### src/rtl/quad_axis_pkg.sv
// quad_axis_pkg: shared FSM state type and screen geometry for the per-axis cursor stages.
package quad_axis_pkg;

    typedef enum logic [1:0] {PRIME, IDLE, PEND} state_e;

    localparam int X_MAX_POS  = 639;
    localparam int Y_MAX_POS  = 479;
    localparam int X_HOME     = 320;
    localparam int Y_HOME     = 240;
    localparam int STEP_SHIFT = 2;

endpackage

### src/rtl/fine_pos_accum.sv
// fine_pos_accum: wrap-safe signed count delta into a saturating sub-pixel accumulator.
module fine_pos_accum
    import quad_axis_pkg::*;
#(
    parameter int COUNT_W    = 8,
    parameter int POS_W      = 10,
    parameter int MAX_POS    = X_MAX_POS,
    parameter int HOME_POS   = X_HOME,
    parameter int STEP_SHIFT = quad_axis_pkg::STEP_SHIFT
) (
    input  logic               clk,
    input  logic               rst_n,
    input  logic [COUNT_W-1:0] count,
    input  logic               clear,
    input  logic               prime,
    output logic [POS_W-1:0]   pos
);

    localparam int FW = POS_W + STEP_SHIFT;
    localparam logic [FW-1:0] FINE_MAX  = FW'((MAX_POS << STEP_SHIFT) + (1 << STEP_SHIFT) - 1);
    localparam logic [FW-1:0] FINE_HOME = FW'(HOME_POS << STEP_SHIFT);

    logic [FW-1:0]      fine_q, fine_d, clamped;
    logic [COUNT_W-1:0] count_q, delta;
    logic [FW:0]        sum;

    // One extra bit makes the sum signed-safe, so a negative result is simply the top bit.
    always_comb begin
        delta   = count - count_q;
        sum     = {1'b0, fine_q} + {{(FW + 1 - COUNT_W){delta[COUNT_W-1]}}, delta};
        clamped = sum[FW] ? '0 : (sum[FW-1:0] > FINE_MAX ? FINE_MAX : sum[FW-1:0]);
        fine_d  = clear ? FINE_HOME : (prime ? fine_q : clamped);
    end

    always_ff @(posedge clk or negedge rst_n) begin
        if (!rst_n) begin
            fine_q  <= FINE_HOME;
            count_q <= '0;
        end else begin
            fine_q  <= fine_d;
            count_q <= count;
        end
    end

    assign pos = fine_q[FW-1:STEP_SHIFT];

endmodule

### src/rtl/quad_axis_position.sv
// quad_axis_position: decoder count to clamped screen coordinate with a coalescing move handshake.
module quad_axis_position
    import quad_axis_pkg::*;
#(
    parameter int COUNT_W    = 8,
    parameter int POS_W      = 10,
    parameter int MAX_POS    = X_MAX_POS,
    parameter int HOME_POS   = X_HOME,
    parameter int STEP_SHIFT = quad_axis_pkg::STEP_SHIFT
) (
    input  logic               clk,
    input  logic               rst_n,
    input  logic [COUNT_W-1:0] count,
    input  logic               clear,
    output logic [POS_W-1:0]   pos,
    output logic               at_min,
    output logic               at_max,
    output logic               move_valid,
    output logic [POS_W-1:0]   move_pos,
    input  logic               move_ready
);

    state_e           state_q;
    logic             move_valid_q;
    logic [POS_W-1:0] move_pos_q;

    fine_pos_accum #(
        .COUNT_W   (COUNT_W),
        .POS_W     (POS_W),
        .MAX_POS   (MAX_POS),
        .HOME_POS  (HOME_POS),
        .STEP_SHIFT(STEP_SHIFT)
    ) u_accum (
        .clk  (clk),
        .rst_n(rst_n),
        .count(count),
        .clear(clear),
        .prime(state_q == PRIME),
        .pos  (pos)
    );

    // IDLE samples only the newest pos, which is what coalesces moves made under backpressure.
    always_ff @(posedge clk or negedge rst_n) begin
        if (!rst_n) begin
            state_q      <= PRIME;
            move_valid_q <= 1'b0;
            move_pos_q   <= POS_W'(HOME_POS);
        end else begin
            case (state_q)
                PRIME: state_q <= IDLE;
                IDLE: if (pos != move_pos_q) begin
                    move_pos_q   <= pos;
                    move_valid_q <= 1'b1;
                    state_q      <= PEND;
                end
                PEND: if (move_ready) begin
                    move_valid_q <= 1'b0;
                    state_q      <= IDLE;
                end
                default: state_q <= IDLE;
            endcase
        end
    end

    assign at_min     = pos == '0;
    assign at_max     = pos == POS_W'(MAX_POS);
    assign move_valid = move_valid_q;
    assign move_pos   = move_pos_q;

endmodule

### config.mk
export PLATFORM = sky130hd
export DESIGN_NAME = quad_axis_position
export DESIGN_NICKNAME = d
export VERILOG_FILES = /design/src/rtl/quad_axis_pkg.sv /design/src/rtl/fine_pos_accum.sv /design/src/rtl/quad_axis_position.sv
export SDC_FILE = /design/constraint.sdc
export NUM_CORES = 1
export LEC_CHECK = 0
export ABC_AREA = 1
export ABC_CLOCK_PERIOD_IN_PS = 3100
export CORE_ASPECT_RATIO = 0.6
export CORE_MARGIN = 5
export CORE_UTILIZATION = 54
export DETAILED_ROUTE_END_ITERATION = 7
export PLACE_DENSITY_LB_ADDON = 0.12
export SYNTH_ARGS = -nofsm -noshare
export SYNTH_HDL_FRONTEND = slang
export SYNTH_HIERARCHICAL = 1
export SYNTH_SLANG_ARGS = --single-unit
### constraint.sdc
create_clock -name clk -period 3.1 [get_ports clk]
set_input_delay 0.31 -clock clk [delete_from_list [all_inputs] [get_ports clk]]
set_output_delay 0.31 -clock clk [all_outputs]
set_load 0.02 [all_outputs]
==> results.md <==
- Outcome: finished, final reports clean
- Sequential Area: 831 µm²
- Total iterations of the first detailed-routing run: 4
- Congestion Overflow GR: 0
- Area occupied by multi-input gates: 1610 µm²
- Die Area: 6430 µm²
- Reg2Reg Setup Slack: 0.21 ns
- Distinct cell type count after synthesis: 29
- Filler cells: 379
- First-pass GRT wire length: 10700 µm
- Leading area contributor after synthesis: dfrtp_1
- Worst Skew: 0.00365 ns
- Ratio of cells with drive above 1 in the final layout: 20.8%
- Maximum clock rate: 0.342 GHz
- Post-synth EDFFs: 0
- Unrepaired setup endpoints after global routing: yes
- Sw power: 1.56 mW
- Sequential share of the synthesized area: 31.5%
- Area Overhead vs Synth: 29.8%
- Num CTS Buffers: 5
- FF-to-FF path depth: 21
- LEAKAGE: 1.82 nW
- Initial Util: 56.9%
- Top_reg_cell synth: dfrtp_1
- Worst-Skew Late Latency: 0.28 ns
- Placed cells: 485
- Post-Syn Instances: 368
- Most frequent cells after synthesis: nand2_1, inv_1, dfrtp_1
- Fin Setup TNS: 0 ns
- CTS clk-pin slew, worst paths: 0.07 ns
- Sw Share: 48.4%
- IO buf count: 34
- Worst flop-to-flop path startpoint: u_accum/count_q[2]
- Worst setup startpoint: count[3]
- Cell Pwr Density: 941 nW/µm²
- Async set or reset register ratio after synthesis: 100%
- CTS Sinks: 33
- CORE AREA: 4640 µm²
- TritonCTS clock tree: done
- Via density: 5.09
- Clock power frac: 10.0%
- WHS: 0.185 ns
- Max rail drop VDD: 593 µV
- Nets@finish: 467
- Comb pwr share: 65.9%
- Slew headroom: 43.2%
- Final Non-Filler Cells: 495
- Crit end category: flip-flop
- Die span in x: 100 µm
- CTS Buffer Depth: 2
- Internal power: 1.66 mW
- Top cell type's share of synthesized area: 27.5%
- Largest net degree at the start of global routing: 34
- Yosys warnings: 6
- Detailed Route Iter0 Violations: 128
- Fin crit share: 94.4%
- # DRC: 0
- Sequential Power Share: 24.1%
- Startpoint types: input pin
- Max-cap violations: 0
- Max Slew Vio Count: 0
- Critical path class: input pin to flip-flop
- Initial antenna violation count: 0
- Post-route ant nets: 0
- Synthesized flop and latch total: 33
- Die Span Y: 64.1 µm
- Routability cong.: 0.942
- CTS Root Cell: clkbuf_8
- Post-Place Cell Area: 3210 µm²
- Vias in the first global route: 2227
- I/O pin count: 35
- Detailed placer's ending HPWL: 5030 µm
- Most instantiated library cell after synthesis: nand2_1
- Tmin final: 2.93 ns
- H-tree depth: 2
- Critical path required time: 3.32 ns
- Routed len/inst: 13.5 µm
- Reg-to-Reg End: u_accum/fine_q[4]
- Final Setup Violations: 0
- Slew @ Worst Pin: 0.850 ns
- Syn_area_per_cell: 7.16 µm²
- HP Class: input pin to flip-flop
- CP endpoint: u_accum/fine_q[8]
- DRT Wirelength: 6670 µm
- Syn nets: 404
- Final instance area: 3420 µm²
- Netlist Area Pre-Place: 2640 µm²
- Vias after detailed routing: 2520
- Hold Vio Cnt, Final: 0
- Diode count: 0
- Arr. time, crit path: 3.15 ns
- Worst Path Max Fanout: 9
- Gr usage total: 20.8%
- Number of core rows: 19
- Top cells by area, synth: dfrtp_1, nand2_1, ha_1
==> stage by stage <==
step                      power (mW)  setup WS, ns  utilization [%]
after detailed placement        2.72        -0.256             69.1
after global placement          2.70        -0.237             69.1
after global routing            3.49       -0.0251             73.8
after floorplan                 2.06         0.444                -
after CTS                       3.06        0.0157             70.9
final                           3.22         0.173             73.8
==> metal layers <==
layer	routed length, µm	share of wire, %	GRT usage, %	vias to the layer above
li1	-	-	-	1268
met1	3390	51	33.2	1139
met2	2730	41	29.2	111
met3	533	8.0	3.91	2
met4	19	0.28	3.53	0
met5	0	0	0	-
==> cell usage in the layout, fill, tap and decap left out, types with 4 or more instances in the layout <==
| cell | netlist | final |
|---|---|---|
| nand3_2 | 6 | 9 |
| nand2_2 | 8 | 17 |
| nor2_1 | 18 | 16 |
| clkdlybuf4s50_1 | 0 | 31 |
| a21oi_1 | 15 | 13 |
| nand4_1 | 7 | 7 |
| xnor2_1 | 9 | 9 |
| xor2_1 | 9 | 9 |
| nand3_1 | 25 | 21 |
| nor2_2 | 3 | 5 |
| buf_4 | 11 | 34 |
| dfstp_2 | 4 | 4 |
| ha_1 | 22 | 19 |
| inv_1 | 54 | 52 |
| dfrtp_1 | 29 | 29 |
| nand2_1 | 129 | 120 |
| clkbuf_8 | 0 | 5 |
==> worst min path at each step <==
| stage | startpoint | end | slack (ns) | cells after the start |
|---|---|---|---|---|
| final | count[0] | u_accum/count_q[0] | 0.18 | 1 |
| after global routing | count[0] | u_accum/count_q[0] | 0.18 | 1 |
| after CTS | rst_n | u_accum/count_q[2] | 0.44 | 2 |
| after detailed placement | move_pos[8] | move_pos[8] | 0.47 | 2 |
| after global placement | move_valid | move_valid | 0.47 | 2 |
| after floorplan | rst_n | move_pos[0] | 0.01 | 0 |
==> sequential cells by signal, summed over array words and instances, names as in the netlist <==
| register | count |
|---|---|
| u_accum/fine_q | 12 |
| move_pos | 10 |
| u_accum/count_q | 8 |
| state_q | 2 |
| move_valid | 1 |
==> cells by family (layout without fill, tap and decap cells) <==
logic type	Yosys count	count (layout)	share of synthesized area (%)
AO/OA/AOI/OAI	23	23	4.75
AND/OR/NAND/NOR	202	202	34.1
adder cells (fa/ha/maj)	24	24	12.0
XOR/XNOR	18	18	5.98
buffers and inverters	68	132	11.7
flip-flops	33	33	31.5
==> what timing repair did <==
item | in CTS | in global routing
setup buffers | 0 | 1
hold buffers | 0 | 0
setup endpoints to repair | 0 | 12
resized for setup | 0 | 29
==> power by group through the flow <==
stage	Sequential (mW)	Clock, mW	Combinational [mW]
floorplan	0.757	0	1.31
global placement	0.771	0	1.93
global route	0.800	0.354	2.34
detailed placement	0.775	0	1.95
finish	0.775	0.321	2.12
CTS	0.768	0.328	1.96
==> critical path: stages <==
cell and delay (ns):
clkdlybuf4s50_1 0.42, ha_1 0.35, buf_4 0.16, nand3_2 0.07
nand2_2 0.06, nand2_1 0.06, nand2_1 0.07, a21oi_2 0.16
xnor2_1 0.09, ha_1 0.37, nand2_1 0.09, nand2_1 0.07
inv_1 0.07, nand2_2 0.07, nand2_1 0.08, nand4_1 0.22
nand2_4 0.17, nand2_8 0.08, nand2_1 0.07, nand2_1 0.05
nand2_1 0.06
==> layout make-up <==
cell class / count / share of cell area (%)
Multi-Input combinational cell: 267 / 47.0
Sequential cell: 33 / 24.3
Timing Repair Buffer: 68 / 17.6
Inverter: 55 / 6.18
Tap cell: 63 / 2.30
Clock buffer: 6 / 2.12
Clock inverter: 2 / 0.293
Timing Repair inverter: 1 / 0.183
(Power assumes the default switching activity.)
